[src/rtl/rply_bias_pkg.sv]
`default_nettype none
// +---------------------------------------------------------------------------+
// | rply_bias_pkg : state encoding and default sizing for the bias sequencer  |
// | Rev 1.0                                                                   |
// +---------------------------------------------------------------------------+
package rply_bias_pkg;

  typedef enum logic [2:0] {
    ST_OFF    = 3'd0,
    ST_KICK   = 3'd1,
    ST_SETTLE = 3'd2,
    ST_ON     = 3'd3,
    ST_FLT    = 3'd4
  } bias_state_e;

  localparam int c_N_OUT_DEF          = 6;
  localparam int c_KICK_CYCLES_DEF    = 8;
  localparam int c_SETTLE_CYCLES_DEF  = 1024;
  localparam int c_TIMEOUT_CYCLES_DEF = 4096;
  localparam int c_SYNC_STAGES_DEF    = 2;

endpackage : rply_bias_pkg
`default_nettype wire

[src/rtl/rply_bias_sync.sv]
`default_nettype none
// +---------------------------------------------------------------------------+
// | rply_bias_sync : multi-flop synchroniser for the asynchronous BIAS_OK     |
// | Rev 1.0                                                                   |
// +---------------------------------------------------------------------------+
module rply_bias_sync #(
  parameter int SYNC_STAGES = 2
) (
  input  logic CK,
  input  logic RST,
  input  logic async_i,
  output logic sync_o
);

  logic [SYNC_STAGES-1:0] sync_q;

  always_ff @(posedge CK) begin
    if (RST) begin
      sync_q <= '0;
    end else begin
      sync_q <= {sync_q[SYNC_STAGES-2:0], async_i};
    end
  end

  assign sync_o = sync_q[SYNC_STAGES-1];

endmodule : rply_bias_sync
`default_nettype wire

[src/rtl/rply_bias_ctrl.sv]
`default_nettype none
// +---------------------------------------------------------------------------+
// | rply_bias_ctrl : power-up sequencer and per-branch 4-phase grant logic    |
// | Rev 1.0                                                                   |
// +---------------------------------------------------------------------------+
module rply_bias_ctrl
  import rply_bias_pkg::*;
#(
  parameter int N_OUT          = c_N_OUT_DEF,
  parameter int KICK_CYCLES    = c_KICK_CYCLES_DEF,
  parameter int SETTLE_CYCLES  = c_SETTLE_CYCLES_DEF,
  parameter int TIMEOUT_CYCLES = c_TIMEOUT_CYCLES_DEF,
  parameter int SYNC_STAGES    = c_SYNC_STAGES_DEF
) (
  input  logic             CK,
  input  logic             RST,
  input  logic             EN,
  input  logic             BIAS_OK,
  input  logic [N_OUT-1:0] REQ,
  output logic [N_OUT-1:0] ACK,
  output logic [N_OUT-1:0] OUT_EN,
  output logic             PWRUP_N,
  output logic             STARTUP,
  output logic             READY,
  output logic             FAULT
);

  localparam int CNT_W = $clog2(TIMEOUT_CYCLES + 1);
  localparam logic [CNT_W-1:0] c_CNT_MAX      = '1;
  localparam logic [CNT_W-1:0] c_KICK_LAST    = CNT_W'(KICK_CYCLES - 1);
  localparam logic [CNT_W-1:0] c_SETTLE_LAST  = CNT_W'(SETTLE_CYCLES - 1);
  localparam logic [CNT_W-1:0] c_TIMEOUT_LAST = CNT_W'(TIMEOUT_CYCLES - 1);

  bias_state_e      state_q, state_d;
  logic [CNT_W-1:0] cnt_q, cnt_d;
  logic             ok_s;

  logic pwrup_n_q, pwrup_n_d;
  logic startup_q, startup_d;
  logic ready_q, ready_d;
  logic fault_q, fault_d;
  logic [N_OUT-1:0] out_en_q, out_en_d;
  logic [N_OUT-1:0] ack_q, ack_d;
  logic hs_active;

  rply_bias_sync #(
    .SYNC_STAGES(SYNC_STAGES)
  ) u_sync (
    .CK     (CK),
    .RST    (RST),
    .async_i(BIAS_OK),
    .sync_o (ok_s)
  );

  // Dropping EN overrides every other transition out of an active state.
  always_comb begin
    state_d = state_q;
    unique case (state_q)
      ST_OFF: begin
        if (EN) state_d = ST_KICK;
      end
      ST_KICK: begin
        if (!EN)                       state_d = ST_OFF;
        else if (cnt_q == c_KICK_LAST) state_d = ST_SETTLE;
      end
      ST_SETTLE: begin
        if (!EN)                                  state_d = ST_OFF;
        else if (cnt_q >= c_SETTLE_LAST && ok_s)  state_d = ST_ON;
        else if (cnt_q == c_TIMEOUT_LAST)         state_d = ST_FLT;
      end
      ST_ON: begin
        if (!EN)       state_d = ST_OFF;
        else if (!ok_s) state_d = ST_FLT;
      end
      ST_FLT: begin
        if (!EN) state_d = ST_OFF;
      end
      default: state_d = ST_OFF;
    endcase
  end

  always_comb begin
    cnt_d = cnt_q;
    if (state_d != state_q)   cnt_d = '0;
    else if (cnt_q != c_CNT_MAX) cnt_d = cnt_q + 1'b1;
  end

  // Outputs are decoded from the next state so they register in step with it.
  always_comb begin
    pwrup_n_d = 1'b1;
    startup_d = 1'b0;
    ready_d   = 1'b0;
    fault_d   = 1'b0;
    unique case (state_d)
      ST_KICK: begin
        pwrup_n_d = 1'b0;
        startup_d = 1'b1;
      end
      ST_SETTLE: pwrup_n_d = 1'b0;
      ST_ON: begin
        pwrup_n_d = 1'b0;
        ready_d   = 1'b1;
      end
      ST_FLT:  fault_d = 1'b1;
      default: pwrup_n_d = 1'b1;
    endcase
  end

  // Grants only advance while ON persists; any exit clears them on that edge.
  assign hs_active = (state_q == ST_ON) && (state_d == ST_ON);

  for (genvar i = 0; i < N_OUT; i++) begin : g_branch
    assign out_en_d[i] = !hs_active                 ? 1'b0 :
                         (REQ[i]  && !out_en_q[i])  ? 1'b1 :
                         (!REQ[i] && ack_q[i])      ? 1'b0 :
                                                      out_en_q[i];
    assign ack_d[i]    = hs_active ? out_en_q[i] : 1'b0;
  end

  always_ff @(posedge CK) begin
    if (RST) begin
      state_q   <= ST_OFF;
      cnt_q     <= '0;
      pwrup_n_q <= 1'b1;
      startup_q <= 1'b0;
      ready_q   <= 1'b0;
      fault_q   <= 1'b0;
      out_en_q  <= '0;
      ack_q     <= '0;
    end else begin
      state_q   <= state_d;
      cnt_q     <= cnt_d;
      pwrup_n_q <= pwrup_n_d;
      startup_q <= startup_d;
      ready_q   <= ready_d;
      fault_q   <= fault_d;
      out_en_q  <= out_en_d;
      ack_q     <= ack_d;
    end
  end

  assign PWRUP_N = pwrup_n_q;
  assign STARTUP = startup_q;
  assign READY   = ready_q;
  assign FAULT   = fault_q;
  assign OUT_EN  = out_en_q;
  assign ACK     = ack_q;

endmodule : rply_bias_ctrl
`default_nettype wire
[config.mk]
export PLATFORM = sky130hd
export DESIGN_NAME = rply_bias_ctrl
export DESIGN_NICKNAME = d
export VERILOG_FILES = /design/src/rtl/rply_bias_pkg.sv /design/src/rtl/rply_bias_sync.sv /design/src/rtl/rply_bias_ctrl.sv
export SDC_FILE = /design/constraint.sdc
export NUM_CORES = 1
export LEC_CHECK = 0
export CORE_ASPECT_RATIO = 0.5
export CORE_MARGIN = 5
export CORE_UTILIZATION = 25
export DETAILED_ROUTE_END_ITERATION = 16
export PLACE_DENSITY = 0.42
export SLEW_MARGIN = 0
export SYNTH_ARGS = -nofsm -noshare
export SYNTH_HDL_FRONTEND = slang
export SYNTH_HIERARCHICAL = 1
export SYNTH_SLANG_ARGS = --single-unit
[constraint.sdc]
create_clock -name CK -period 2.4 [get_ports CK]
set_input_delay 0.48 -clock CK [delete_from_list [all_inputs] [get_ports CK]]
set_output_delay 0.48 -clock CK [all_outputs]
set_load 0.02 [all_outputs]
==> summary.txt <==
Run status
  • Status: finished clean

Detailed routing
  • 1st-pass router iterations: 4
  • Total Wirelength: around 3.5 mm
  • Via count: around 1,300
  • Detail-routed via count per cell: around 4.4
  • ANT nets after route: 0
  • Initial DRC count: 79
  • WL per Instance: approximately 12 µm
  • DRC violations left: 0

STA
  • Worst setup margin: about 490 ps
  • Final period utilization: around four fifths
  • Maximum clock rate: around 520 MHz
  • Least-Margin Pin Slew: approximately 560 ps
  • Final Critical Period: approximately 1900 ps
  • Slew HR: between 60% and 70%
  • RSZ-0062 raised after global routing: no
  • Final Max Slew Viols: 0
  • Clock Skew: 3.96 ps
  • Setup violators final: 0
  • Hold Fails Final Rpt: 0
  • Setup tns final: 0 ps

Finish
  • Post-route cell area: 2080 µm²
  • Antenna fix cells: 0
  • Final Util: roughly 35%
  • Final nets: roughly 210
  • Layout cell share with drive strength beyond 1: 11.8%
  • Layout area overhead: 35.0%

Global route
  • Met2 Use GR: between 10 and 15%
  • Initial antenna violation count: 0
  • Pin count of the biggest net entering global routing: 14
  • First-pass GRT wire length: 5.72 mm
  • Met3 usage: under 10%
  • Grt peak-use layer: met2
  • Vias in the first global route: around 1,200
  • Met1 Usage GRT: between 10 and 15%
  • Remaining global-route overflow: 0
  • Global Route Usage Sum: a little under a tenth

Die
  • I/O pin cnt: 26
  • Die X: 121 µm
  • Site Rows: 20
  • Initial Util: 25.6%
  • Die Y: 65.5 µm
  • Die ar.: ~7900 µm²
  • Core Region: just over 6000 µm²

Placed design
  • Post-DP Area: approximately 1900 µm²
  • HPWL after DPL: ~2.6 mm
  • Port buffer count: 25
  • Gpl congestion: 0.752
  • Setup WS pre-CTS: between 200 and 300 ps

Setup path
  • CP Capture Type: flip-flop
  • WS Path Type: reg -> reg
  • CP max-delay cell: dfxtp_1
  • Largest stage delay on the critical path: 380 ps
  • CP Launch Type: flip-flop
  • CP Max Fanout: 13
  • Critical path arrival: 2060 ps
  • Crit path cell chain: ha_1, and2_1, nand4_1, a211o_1, nand3_2, nor3_1
  • Crit path required time: about 2600 ps

Clock network
  • CTS Hold Bufs: 0
  • Htree depth: 2
  • Post-CTS resize count: 0
  • Setup bufs post-CTS: 0
  • CTS tree: built
  • TritonCTS Buffers: 5
  • Clock root buffer: clkbuf_16
  • Sink Count: 34
  • Clock buffer depth: 2
  • Clk pin slew, worst setup/hold paths: approximately 50 ps
  • Clk_lat worst skew: approximately 280 ps

Run
  • Max cap viols: 0

Power and ir drop
  • Worst vdd rail ir drop: 0.201 mV
  • Total power: 1.49 mW
  • PD cells: a little over 700 nW/µm²
  • Leakage power total: roughly 0.73 nW

Yosys
  • Post-synthesis sequential area ratio: 44.2%
  • Syn nets: approximately 180
  • Cell Area, Synth: between 1500 and 2000 µm²
  • Warnings, synthesis: 6
  • FF+latch count, synth: 34
  • Synth Instances: ~170
  • Synth unique cells: 42
  • Mapped Avg Cell Area: 8.96 µm²

Worst hold path
  • Hold/Removal Path Class: reg -> reg
-- cells by family (layout without fill, tap and decap cells) --
kind of cell | Yosys count | count (layout) | synth area share [%]
compound gates | 21 | 21 | 9.09
xor+xnor | 6 | 6 | 3.41
fa+ha+maj | 1 | 1 | 0.812
buf+inv | 12 | 43 | 4.46
flops | 34 | 34 | 44.2
mux | 3 | 3 | 1.95
simple gates | 95 | 95 | 36.1
-- power breakdown --
group	switching [mW]	internal, mW
Sequential	0.00663	0.572
Combinational	0.0295	0.0295
Clock	0.234	0.623
Total	0.271	1.22
-- worst paths after layout --
| path | from | endpoint | slack (ps) | depth (start not counted) |
|---|---|---|---|---|
| setup / recovery | cnt_q[0]$_SDFFE_PP0P_ | cnt_q[6]$_SDFFE_PP0P_ | 490 | 6 |
| hold / removal | u_sync/sync_q[0]$_SDFF_PP0_ | u_sync/sync_q[1]$_SDFF_PP0_ | 430 | 1 |
| setup reg to reg | cnt_q[0]$_SDFFE_PP0P_ | cnt_q[6]$_SDFFE_PP0P_ | 490 | 6 |
| hold reg to reg | u_sync/sync_q[0]$_SDFF_PP0_ | u_sync/sync_q[1]$_SDFF_PP0_ | 430 | 1 |
-- layer usage --
| layer | part of all wire [%] | vias to the layer above |
|---|---|---|
| met5 | 0 | - |
| met4 | 1.5 | 0 |
| met3 | 5.4 | 7 |
| met2 | 41 | 23 |
| met1 | 52 | 573 |
| li1 | - | 664 |
-- placed cells by master (no fill, tap or decap), drive strengths merged, types with 2 or more instances in the layout --
master / n
a21oi: 8
and2: 9
and4: 2
buf: 3
bufinv: 2
clkbuf: 6
clkdlybuf4s50: 25
dfxtp: 34
inv: 7
mux2i: 3
nand2: 17
nand2b: 2
nand3: 10
nand4: 3
nand4b: 2
nor2: 17
nor2b: 4
nor3: 19
nor4: 5
o21ai: 4
o41ai: 2
or2: 2
xnor2: 5
-- cells in the mapped netlist (all sizes together) --
library cell	count	share of area (%)
a211o	1	0.57
a21boi	1	0.49
a21oi	8	2.6
a41oi	1	0.57
and2	9	3.7
and4	2	1.2
buf	4	2.3
clkbuf	1	0.49
dfxtp	34	44
ha	1	0.81
inv	7	1.7
mux2i	3	1.9
nand2	17	4.1
nand2b	2	0.81
nand3	10	3.6
nand4	3	2.2
nand4b	2	1.1
nand4bb	1	0.73
nor2	17	4.1
nor2b	4	1.6
nor3	19	7.1
nor4	5	3.4
nor4b	1	0.97
o211ai	1	0.49
o21a	1	0.49
o21ai	4	1.3
o22ai	1	0.41
o311ai	1	0.57
o41ai	2	1.6
or2	2	0.81
or2b	1	0.57
xnor2	5	2.8
xor2	1	0.57
-- area by class of cell --
class | instances | area [µm²]
Sequential cell | 34 | 681
Inverter | 7 | 26.3
Fill cell | 631 | 3950
Clock inverter | 2 | 60.1
Timing Repair Buffer | 28 | 273
Clock buffer | 6 | 139
Multi-Input combinational cell | 126 | 792
Tap cell | 88 | 110
-- sequential cells by signal, summed over array words and instances (netlist names) --
name,flops
cnt_q,13
ACK,6
OUT_EN,6
state_q,3
u_sync/sync_q,2
FAULT,1
PWRUP_N,1
READY,1
STARTUP,1
-- critical path: cells and delay by family, from the launching register on --
family	cells	cell delay, ps
DFF	1	380
adders and majority gates	1	260
and+or+nand+nor	4	790
AOI/OAI and AO/OA	1	350
-- metrics by stage --
stage          hold WS (ps)  std cells
2_1_floorplan           414        172
3_3_place_gp            418        283
3_5_place_dp            428        283
4_1_cts                 438        291
5_1_grt                 453        291
6_report                429        291
(Power assumes the default switching activity.)
